<file path="src/rtl/binary_div_pkg.sv">
// Shared widths and the per-stage record for the pipelined restoring divider.
// BINARY_DIV_DZ_EN adds a divide-by-zero flag to the record.
package binary_div_pkg;

   localparam int WA_DEF = 6;
   localparam int WB_DEF = 3;

   // Register bank of one pipeline stage.
   // dvd is left-aligned: its MSB is the next dividend bit to consume.
   typedef struct packed {
      logic [WB_DEF-1:0] rem;
      logic [WA_DEF-1:0] quo;
      logic [WA_DEF-1:0] dvd;
      logic [WB_DEF-1:0] dvs;
      logic              vld;
`ifdef BINARY_DIV_DZ_EN
      logic              dz;
`endif
   } stage_t;

endpackage

</file>
<file path="src/rtl/binary_div_stage.sv">
// One restoring-division step (shift in a dividend bit, compare, conditional subtract)
// followed by its stage register bank; en freezes the bank.
module binary_div_stage
   import binary_div_pkg::*;
#(
   parameter int WA = WA_DEF,
   parameter int WB = WB_DEF
) (
   input  logic   clk,
   input  logic   rst,
   input  logic   en,
   input  stage_t stage_i,
   output stage_t stage_o
);

   logic [WB:0] t_s;
   logic [WB:0] diff_s;
   logic        ge_s;
   logic        unused_s;
   stage_t      stage_d;
   stage_t      stage_q;

   always_comb begin
      t_s         = {stage_i.rem, stage_i.dvd[WA-1]};
      diff_s      = t_s - {1'b0, stage_i.dvs};
      ge_s        = (t_s >= {1'b0, stage_i.dvs});
      stage_d     = stage_i;
      // Since rem < dvs, T - dvs always fits back into WB bits.
      stage_d.rem = ge_s ? diff_s[WB-1:0] : t_s[WB-1:0];
      stage_d.quo = {stage_i.quo[WA-2:0], ge_s};
      stage_d.dvd = {stage_i.dvd[WA-2:0], 1'b0};
   end

   assign unused_s = diff_s[WB] ^ stage_i.quo[WA-1];

   always_ff @(posedge clk or posedge rst) begin
      if (rst) begin
         stage_q <= '0;
      end else if (en) begin
         stage_q <= stage_d;
      end
   end

   assign stage_o = stage_q;

endmodule

</file>
<file path="src/rtl/binary_div_6_3_uni.sv">
// Pipelined unsigned restoring divider, one quotient bit per stage, WA-cycle latency.
// Define BINARY_DIV_DZ_EN to get the dz port and forced R = 0 on divide-by-zero.
module binary_div_6_3_uni
   import binary_div_pkg::*;
#(
   parameter int WA = WA_DEF,
   parameter int WB = WB_DEF
) (
   input  logic          clk,
   input  logic          rst,
   input  logic          en,
   input  logic          in_valid,
   input  logic [WA-1:0] A,
   input  logic [WB-1:0] B,
   output logic          out_valid,
   output logic [WA-1:0] Q,
   output logic [WB-1:0] R
`ifdef BINARY_DIV_DZ_EN
   ,
   output logic          dz
`endif
);

   stage_t stage_in_s;
   stage_t pipe_s [0:WA];
   logic   unused_s;

   always_comb begin
      stage_in_s     = '0;
      stage_in_s.dvd = A;
      stage_in_s.dvs = B;
      stage_in_s.vld = in_valid;
`ifdef BINARY_DIV_DZ_EN
      stage_in_s.dz  = (B == '0);
`endif
   end

   assign pipe_s[0] = stage_in_s;

   genvar gi;
   generate
      for (gi = 0; gi < WA; gi++) begin : g_stage
         binary_div_stage #(
            .WA (WA),
            .WB (WB)
         ) u_stage (
            .clk     (clk),
            .rst     (rst),
            .en      (en),
            .stage_i (pipe_s[gi]),
            .stage_o (pipe_s[gi+1])
         );
      end
   endgenerate

   assign out_valid = pipe_s[WA].vld;
   assign Q         = pipe_s[WA].quo;

`ifdef BINARY_DIV_DZ_EN
   // The quotient is already all ones for a zero divisor; only R needs forcing.
   assign R  = pipe_s[WA].dz ? '0 : pipe_s[WA].rem;
   assign dz = pipe_s[WA].dz;
`else
   assign R  = pipe_s[WA].rem;
`endif

   assign unused_s = ^{pipe_s[WA].dvd, pipe_s[WA].dvs};

endmodule

</file>
<file path="config.mk">
export PLATFORM = sky130hd
export DESIGN_NAME = binary_div_6_3_uni
export DESIGN_NICKNAME = d
export VERILOG_FILES = /design/src/rtl/binary_div_pkg.sv /design/src/rtl/binary_div_stage.sv /design/src/rtl/binary_div_6_3_uni.sv
export SDC_FILE = /design/constraint.sdc
export NUM_CORES = 1
export LEC_CHECK = 0
export CAP_MARGIN = 15
export CORE_ASPECT_RATIO = 0.75
export CORE_MARGIN = 10
export CORE_UTILIZATION = 35
export DETAILED_ROUTE_END_ITERATION = 10
export PLACE_DENSITY = 0.54
export SETUP_SLACK_MARGIN = 0.3
export SLEW_MARGIN = 10
export SYNTH_ARGS = -nofsm -noshare
export SYNTH_HDL_FRONTEND = slang
export SYNTH_SLANG_ARGS = --single-unit
</file>
<file path="constraint.sdc">
create_clock -name clk -period 3.1 [get_ports clk]
set_input_delay 0.62 -clock clk [delete_from_list [all_inputs] [get_ports clk]]
set_output_delay 0.62 -clock clk [all_outputs]
set_load 0.01 [all_outputs]
</file>
# After elaboration in Yosys (flattened, before gate mapping)
# Cells that the tools add are included.
[op_classes] addsub=6 magnitude_cmp=6 muxes=6
[op_table] cell="$ge A4 B3 Y1" count=5
[op_table] cell="$mux W3" count=6
[op_table] cell="$sub A3 B3 Y3" count=5
[op_table] cell="$ge A1 B3 Y1" count=1
[op_table] cell="$sub A1 B3 Y3" count=1
[totals] reg_bits=75 inputBits=13 out_inout_bits=10 elab_cells=46

# Longest topological paths before layout
# Gate-level depths: netlist of the first run.
[depth] ltp_word=2 ltp_mapped=7 depth_no_buf=7

# By module
# Synthesis of the first run repeated with hierarchy kept, for this count alone.
[unflattened] cells_unflattened=395 hier_area_um2=4988.5
[by_module_without_submodules] module="binary_div_stage (g_stage[0].u_stage ...)" n_inst=4 cells_per_inst=67 area_each_um2=828.3
[by_module_without_submodules] module="binary_div_stage (g_stage[4].u_stage ...)" n_inst=2 cells_per_inst=63 area_each_um2=835.8
[by_module_without_submodules] module="binary_div_6_3_uni" n_inst=1 cells_per_inst=1 area_each_um2=3.8

# Worst setup path after synthesis of the first run
# No wires, ideal clock.
[synth_timing] path_type="reg2reg" start="register g_stage[1].u_stage.stage_q (netlist bit g_stage[1].u_stage.stage_o[1])" end="register g_stage[2].u_stage.stage_q (netlist bit g_stage[2].u_stage.stage_o[17])" setup_ns=0.125 arrival_time_ns=1.644 t_required_ns=2.975 path_slack_ns=1.332 stages_incl_launch_ff=7 n_path_buf=0 cell_sequence="dfrtp_1 ha_1 fa_1 nand2b_1 and3_1 mux2i_1 mux2_2"
[synth_via] elab_chain_len=2 word_cells_on_any_way=3 cone_classes="add/sub: 1; order compare: 1; mux: 1"
[synth_lines] element="from (decl)" line_no="binary_div_stage.sv:21" text="stage_t stage_q;"
[synth_lines] element="from (signal assigned)" line_no="binary_div_stage.sv:40" text="stage_q <= stage_d;"
[synth_lines] element="$ge A4 B3 Y1 or $sub A3 B3 Y3 (tied branches)" line_no="binary_div_stage.sv:26, binary_div_stage.sv:25"
[synth_lines] element="$mux W3 (*)" line_no="binary_div_stage.sv:29" text="stage_d.rem = ge_s ? diff_s[WB-1:0] : t_s[WB-1:0];"
[synth_lines] element="to (signal assigned)" line_no="binary_div_stage.sv:40"
[synth_lines] element="to (decl)" line_no="binary_div_stage.sv:21"
# Mark *: on every way between the ends. The rest lies on a longest branch, timed or not.
# A chain may end at the register's enable or synchronous reset.

# Worst setup path in the final report of the first run
# Same ends and word-level chain as after synthesis.

==> impl_metrics.ini, run 1 <==
[clocking]
htree_num_levels = 3
cts_buffer_depth = 2
numCtsBuffers = 9
cts_tree = done
clkSinkCount = 75
cts.clk_slew.worst_paths_ns = 0.05
post-cts-setup-buffers = 0
clock_tree.root_cell = clkbuf_16
hold_buffers = 0
insertion_delay_ns = 0.33
post_cts_resized = 0

[timing]
postLayoutSetupSlackWorst_ns = 1.22
slew_viol_final = 0
setup_viol = 0
max_freq_ghz = 0.532
finalHoldViolCount = 0
tightestPinTransition_ns = 0.582
skew_ns = 0.00497
slew_headroom = 0.612
period_share = 0.606
rsz0062_at_grt = false
layout_min_cycle_time_ns = 1.88
finalSetupTns_ns = 0

[floorplanning]
ios = 23
initial_utilization = 0.363
die_h_um = 107
num_rows = 31
die_x_um = 137
core-area_um2 = 9810
dieArea_um2 = 14700

[placed_design]
hpwl_um = 4490
numPortBuffers = 22
pre_cts_slack_ns = 1.13
gp_congestion = 0.713
placed_cell_area_um2 = 3960

[finish]
num-fill-cells = 947
diodes = 0
multi_input_comb_area_um2 = 1500
post-route-util = 0.433
largest_register_ffs = 75
fin_area_um2 = 4250
seq_area_um2 = 1880
fin_nets = 376
area_growth_pct = 19.1
drive_above_1_share = 0.192

[detailed_routing]
drtPass1Iterations = 4
routed_wl_um = 6250
ant_nets = 0
drt_iter0_drc = 79
wl_per_cell_um = 13.1
drc = 0
vias_per_cell = 4.68
vias = 2230

[yosys]
yosysTopAreaCell = dfrtp_1
postSynthAreaPerCell_um2 = 11.4
synth_nets = 349
yosysTopAreaCellShare = 0.526
synth-seq-cells = 75
syn_area_um2 = 3570
ys.flop_type = dfrtp_1
synth_edf_count = 0
synth_most_common_cell = dfrtp_1
ys_types = 30
synth_common_cells = dfrtp_1 (75), mux2_2 (40), inv_1 (36)
ys_async_sr_fraction = 1.00
seq_area_frac_synth = 0.526
ys_warn_count = 0
synth.top_cells.by_area = dfrtp_1 (53%), mux2_2 (13%), ha_1 (6.0%)
syn_inst = 314

[global_routing]
grt_pass1_vias = 2401
antenna_found_initial = 0
grt_max_degree = 47
grt_pass1_wl_um = 11100
globalRoute.totalOverflow = 0
grtUsageTotal = 0.0944

[min_path]
hold_path_class = reg -> reg

[setup_path]
critPathRequiredTime_ns = 3.32
slowest_stage = dfrtp_1
r2r_slack_ns = 1.22
critPathKind = reg -> reg
timing.rr.start = g_stage[1].u_stage.stage_o[1]
path_cells = ha_1 > fa_1 > nand2b_1 > and3_1 > mux2i_1 > mux2_2
crit_path_start_kind = flop
worstPathMaxFanout = 3
worstPathArrival_ns = 2.09
r2r_end = g_stage[2].u_stage.stage_o[17]
endpoint = g_stage[2].u_stage.stage_o[17]
rr_worst_depth = 6
max_stage_delay_ns = 0.40
cp-startpoint = g_stage[1].u_stage.stage_o[1]
critPathCaptureType = flop

[power]
vdd_drop_max_v = 0.000269
fin_total_pwr_mw = 3.48
leakage_nw = 1.89
power_density_nw_per_um2 = 819

[job]
max_cap_violations = 0

[outcome]
status = complete, no violations
==> stage by stage <==
step                cells  hold WS, ns
floorplan             314        0.449
global placement      462        0.467
detailed placement    462        0.473
CTS                   476        0.484
global route          476        0.517
finish                476        0.473
==> metal layers <==
layer,vias to the layer above,global-route usage,wire [um]
met5,-,0,0
met4,0,0.0402,114
met3,13,0.0364,306
met2,25,0.153,2920
met1,1071,0.109,2910
li1,1121,-,-
==> kinds of logic after synthesis <==
kind of cell               after synthesis  share of synthesized area
DFF                                     75                      0.526
AOI/OAI and AO/OA                       64                      0.111
and+or+nand+nor                         59                     0.0765
buffers and inverters                   48                     0.0537
muxes                                   46                      0.145
adders and majority gates               22                     0.0877
==> critical path, delay by kind of cell (launching register included) <==
family,cells,cell delay (ns)
adder cells (fa/ha/maj),2,0.59
flip-flops,1,0.40
AND/OR/NAND/NOR,2,0.40
multiplexers,2,0.39
==> worst min-delay path by stage <==
stage	start	end	slack [ns]	cells past startpoint
after floorplan	g_stage[0].u_stage.stage_o[8]	g_stage[1].u_stage.stage_o[9]	0.45	2
after global placement	g_stage[3].u_stage.stage_o[3]	g_stage[4].u_stage.stage_o[3]	0.47	2
after detailed placement	g_stage[3].u_stage.stage_o[3]	g_stage[4].u_stage.stage_o[3]	0.47	2
after CTS	g_stage[1].u_stage.stage_o[8]	g_stage[2].u_stage.stage_o[9]	0.48	2
after global routing	g_stage[3].u_stage.stage_o[3]	g_stage[4].u_stage.stage_o[3]	0.52	2
final	g_stage[1].u_stage.stage_o[8]	g_stage[2].u_stage.stage_o[9]	0.47	2
==> cell usage in the layout (no fill, tap or decap), drive strengths merged <==
cell            n
a211oi          4
a21bo           4
a21oi          22
a311oi          1
and2            3
and3            1
and3b           1
buf             7
bufinv          1
clkbuf         11
clkdlybuf4s50  21
clkinv          2
dfrtp          75
fa              5
ha             17
inv            36
mux2           41
mux2i           5
nand2          29
nand2b          2
nand3           1
nor2            9
nor3            5
o211ai          2
o21ai          21
o22ai           9
o32ai           1
or2             4
or2b            3
or3             1
==> area by class of cell <==
cell class              count  area share
well taps                 132      0.0389
inverters                  36      0.0318
clock inverters             3     0.00943
repair buffers             28      0.0678
multi-input cells         191       0.353
clock buffers              11      0.0572
flip-flops and latches     75       0.442
==> power breakdown <==
part | switching, mW | total (mW) | internal (mW)
combinational | 0.527 | 1.09 | 0.567
sequential | 0.144 | 1.38 | 1.24
clock | 0.369 | 1.00 | 0.633
total | 1.04 | 3.48 | 2.44
(Power assumes the default switching activity.)
==> inputs of run 2 (changes only) <==
==> constraint.sdc (replaced) <==
create_clock -name clk -period 1.9 [get_ports clk]
set_input_delay 0.38 -clock clk [delete_from_list [all_inputs] [get_ports clk]]
set_output_delay 0.38 -clock clk [all_outputs]
set_load 0.01 [all_outputs]
==> impl_metrics.ini, run 2 (same netlist as run 1, synthesis figures left out) <==
[power]
pwr-share-clk = 0.283
leakage_nw = 2.04
power_density_nw_per_um2 = 1340
p_sw_mw = 1.83
comb_power_share = 0.350
seqPwrFrac = 0.366
vdd_drop_max_v = 0.000636
swShare = 0.296
intPower_mw = 4.36

[detailed_routing]
routed_wl_um = 6450
drc = 0
ant_nets = 0
vias = 2333
drt_iter0_drc = 84
drtPass1Iterations = 4
vias_per_cell = 4.71
wl_per_cell_um = 13.0

[timing]
max_freq_ghz = 0.574
finalHoldViolCount = 0
slew_headroom = 0.720
postLayoutSetupSlackWorst_ns = 0.159
setup_viol = 0
finalSetupTns_ns = 0
period_share = 0.916
rsz0062_at_grt = true
whs_ns = 0.482
tightestPinTransition_ns = 0.421
slew_viol_final = 0
layout_min_cycle_time_ns = 1.74
skew_ns = 0.00290

[clocking]
cts_tree = done
cts_buffer_depth = 2
cts.clk_slew.worst_paths_ns = 0.05
clkSinkCount = 75
htree_num_levels = 3
numCtsBuffers = 9
insertion_delay_ns = 0.33
clock_tree.root_cell = clkbuf_16
hold_buffers = 0

[floorplanning]
initial_utilization = 0.363
ios = 23
die_h_um = 107
core-area_um2 = 9810
dieArea_um2 = 14700
num_rows = 31
die_x_um = 137

[placed_design]
hpwl_um = 4340
numPortBuffers = 22
gp_congestion = 0.748
pre_cts_slack_ns = 0.121

[global_routing]
globalRoute.totalOverflow = 0
grt_pass1_wl_um = 10900
grt_pass1_vias = 2354
antenna_found_initial = 0
grt_max_degree = 76
grtUsageTotal = 0.0920

[finish]
area_growth_pct = 29.8
diodes = 0
largest_register_ffs = 75
final_cell_mix = dfrtp_1 (75), mux2_2 (38), inv_1 (29), nand2_1 (29), buf_4 (22)
fin_nets = 396
drive_above_1_share = 0.331
mostFrequentLayoutCell = dfrtp_1

[outcome]
status = complete, no violations

[setup_path]
worstPathArrival_ns = 1.95
critPathKind = reg -> reg
critPathRequiredTime_ns = 2.11
crit_path_start_kind = flop
critPathCaptureType = flop
worstPathMaxFanout = 3
r2r_slack_ns = 0.16

[min_path]
hold_path_class = reg -> reg

[job]
max_cap_violations = 0
==> run 2: cell types whose count changed in the layout (fill, tap and decap cells not counted), sizes merged <==
cell	change
clkbuf	-1
bufinv	+1
clkinvlp	+1
dlygate4sd2	+10
clkdlybuf4s50	-10
inv	-1
buf	+20
clkinv	-1
==> run 2: routing by layer <==
| metal | GRT usage | vias up | part of all wire |
|---|---|---|---|
| met5 | 0 | - | 0 |
| li1 | - | 1156 | - |
| met4 | 0.0364 | 0 | 0.014 |
| met3 | 0.0354 | 7 | 0.044 |
| met1 | 0.112 | 1144 | 0.47 |
| met2 | 0.144 | 26 | 0.47 |
==> run 2: cell type report <==
class,instances,area [um^2]
fillers,895,5180
flip-flops and latches,75,1880
multi-input cells,191,1690
repair buffers,48,454
clock buffers,10,239
well taps,132,165
inverters,36,139
clock inverters,3,65.1
==> run 2: worst max-delay path, cell delays in order, from the launching register on <==
cell	delay, ns
dfrtp_1	0.41
ha_4	0.18
fa_2	0.35
nand2b_4	0.15
and3_4	0.18
mux2i_1	0.11
mux2_4	0.25
==> run 2: per-stage QoR <==
stage	utilization	area [um^2]	cells	power, mW
CTS	0.457	4480	491	6.05
floorplan	-	3620	314	3.60
finish	0.472	4630	495	6.20
global route	0.472	4630	495	6.64
detailed placement	0.415	4080	467	4.21
global placement	0.415	4080	467	4.17
==> run 2: power groups by stage <==
stage	clock network, mW	registers (mW)	logic, mW
2_1_floorplan	0	2.27	1.33
3_3_place_gp	0	2.28	1.88
3_5_place_dp	0	2.30	1.91
4_1_cts	1.81	2.27	1.96
5_1_grt	1.88	2.33	2.42
6_report	1.76	2.27	2.17
==> run 2: worst paths after layout <==
kind,from,to,depth (start not counted)
min reg2reg,g_stage[1].u_stage.stage_o[3],g_stage[2].u_stage.stage_o[3],2
max,g_stage[1].u_stage.stage_o[1],g_stage[2].u_stage.stage_o[17],6
min,g_stage[1].u_stage.stage_o[3],g_stage[2].u_stage.stage_o[3],2
max in group asynchronous,rst,g_stage[0].u_stage.stage_o[9],3
max reg2reg,g_stage[1].u_stage.stage_o[1],g_stage[2].u_stage.stage_o[17],6
min in group asynchronous,rst,g_stage[1].u_stage.stage_o[0],3
==> run 2: what timing repair did <==
item,CTS,global route
gates resized for setup,17,22
buffers inserted,11,4
setup endpoints to repair,19,14
pin swaps,11,7
==> inputs of run 3 (changes only) <==
==> constraint.sdc (replaced) <==
create_clock -name clk -period 2 [get_ports clk]
set_input_delay 0.4 -clock clk [delete_from_list [all_inputs] [get_ports clk]]
set_output_delay 0.4 -clock clk [all_outputs]
set_load 0.01 [all_outputs]
==> impl_metrics.ini, run 3 (same netlist as run 1, synthesis figures left out) <==
[outcome]
status = complete, no violations

[finish]
drive_above_1_share = 0.288
post-route-util = 0.460
fin_nets = 395
largest_register_ffs = 75
diodes = 0
area_growth_pct = 26.7
final_cell_mix = dfrtp_1 (74), mux2_2 (38), inv_1 (30)
num-fill-cells = 924
mostFrequentLayoutCell = dfrtp_1
fin_area_um2 = 4520

[setup_path]
worstSetupPathDepth = 6
max_stage_delay_ns = 0.42
crit_family = adder cells
rr_worst_depth = 6
slowest_stage = dfrtp_1
worstPathMaxFanout = 2
r2r_end = g_stage[2].u_stage.stage_o[17]
crit_path_start_kind = flop
worstPathArrival_ns = 1.97
r2r_slack_ns = 0.24
timing.rr.start = g_stage[1].u_stage.stage_o[1]
critPathCaptureType = flop
critPathRequiredTime_ns = 2.22
critPathKind = reg -> reg
cp_num_buf_inv = 0
path_cells = ha_4 > fa_2 > nand2b_4 > and3_4 > mux2i_1 > mux2_4

[placed_design]
numPortBuffers = 22
placed_cell_area_um2 = 3990
gp_congestion = 0.726
hpwl_um = 4450

[global_routing]
antenna_found_initial = 0
globalRoute.totalOverflow = 0
grt_max_degree = 76
grtUsageTotal = 0.0979
grt_pass1_vias = 2398
grt_pass1_wl_um = 11500

[floorplanning]
num_rows = 31
die_h_um = 107
die_x_um = 137
dieArea_um2 = 14700
core-area_um2 = 9810
initial_utilization = 0.363
ios = 23

[detailed_routing]
wl_per_cell_um = 13.5
routed_wl_um = 6720
drtPass1Iterations = 4
drt_iter0_drc = 92
drc = 0
vias_per_cell = 4.69
ant_nets = 0
vias = 2330

[timing]
finalHoldViolCount = 0
layout_min_cycle_time_ns = 1.76
slew_viol_final = 0
finalSetupTns_ns = 0
period_share = 0.878
setup_viol = 0
max_freq_ghz = 0.570
rsz0062_at_grt = true
tightestPinTransition_ns = 0.396
slew_headroom = 0.736
skew_ns = 0.00611

[power]
power_density_nw_per_um2 = 1300
leakage_nw = 2.00
vdd_drop_max_v = 0.000476

[clocking]
clock_tree.root_cell = clkbuf_16
cts_buffer_depth = 2
numCtsBuffers = 9
cts_tree = done
hold_buffers = 0
cts.clk_slew.worst_paths_ns = 0.05
clkSinkCount = 75
insertion_delay_ns = 0.33
htree_num_levels = 3

[min_path]
min_from = en
hold_path_class = in -> reg
min_to = g_stage[4].u_stage.stage_o[10]
whs_path_depth = 2

[job]
max_cap_violations = 0
==> run 3: metrics by stage <==
step / worst slack (ns) / cells / power (mW) / hold slack (ns)
after global placement: 0.205 / 460 / 3.89 / 0.467
after global routing: 0.179 / 497 / 6.30 / 0.449
final: 0.245 / 497 / 5.87 / 0.431
after CTS: 0.229 / 486 / 5.82 / 0.430
after detailed placement: 0.205 / 460 / 3.94 / 0.475
after floorplan: 0.314 / 314 / 3.40 / 0.449
==> run 3: worst max-delay path by stage <==
stage	start	endpoint	slack, ns
floorplan	g_stage[1].u_stage.stage_o[1]	g_stage[2].u_stage.stage_o[17]	0.31
global placement	g_stage[1].u_stage.stage_o[1]	g_stage[2].u_stage.stage_o[17]	0.20
detailed placement	g_stage[4].u_stage.stage_o[1]	g_stage[5].u_stage.stage_o[17]	0.21
CTS	g_stage[4].u_stage.stage_o[1]	g_stage[5].u_stage.stage_o[17]	0.23
global route	g_stage[1].u_stage.stage_o[1]	g_stage[2].u_stage.stage_o[17]	0.18
finish	g_stage[1].u_stage.stage_o[1]	g_stage[2].u_stage.stage_o[17]	0.24
==> run 3: repair_timing <==
item / in CTS / in global routing
setup endpoints to repair: 5 / 10
resized for setup: 6 / 11
cloned: 0 / 0
buffers inserted: 10 / 11
pin swaps: 8 / 10
==> run 3: layout make-up <==
| class | count | area [um^2] | share of cell area |
|---|---|---|---|
| multi-input combinational | 191 | 1560 | 0.346 |
| inverter | 36 | 139 | 0.0307 |
| clock inverter | 4 | 72.6 | 0.0161 |
| tap | 132 | 165 | 0.0366 |
| timing repair buffer | 47 | 443 | 0.0981 |
| clock buffer | 12 | 256 | 0.0568 |
| sequential | 75 | 1880 | 0.416 |
==> run 3: where the power goes <==
group          total [mW]  switching (mW)  internal [mW]
Clock                1.76           0.605           1.16
Sequential           2.16           0.239           1.92
Combinational        1.95           0.883           1.07
Total                5.87            1.73           4.14
==> run 3: per-layer routing <==
| metal | global-route usage | part of all wire | vias up |
|---|---|---|---|
| li1 | - | - | 1164 |
| met1 | 0.122 | 0.48 | 1124 |
| met2 | 0.151 | 0.46 | 32 |
| met3 | 0.0387 | 0.040 | 10 |
| met4 | 0.0319 | 0.015 | 0 |
| met5 | 0 | 0 | - |
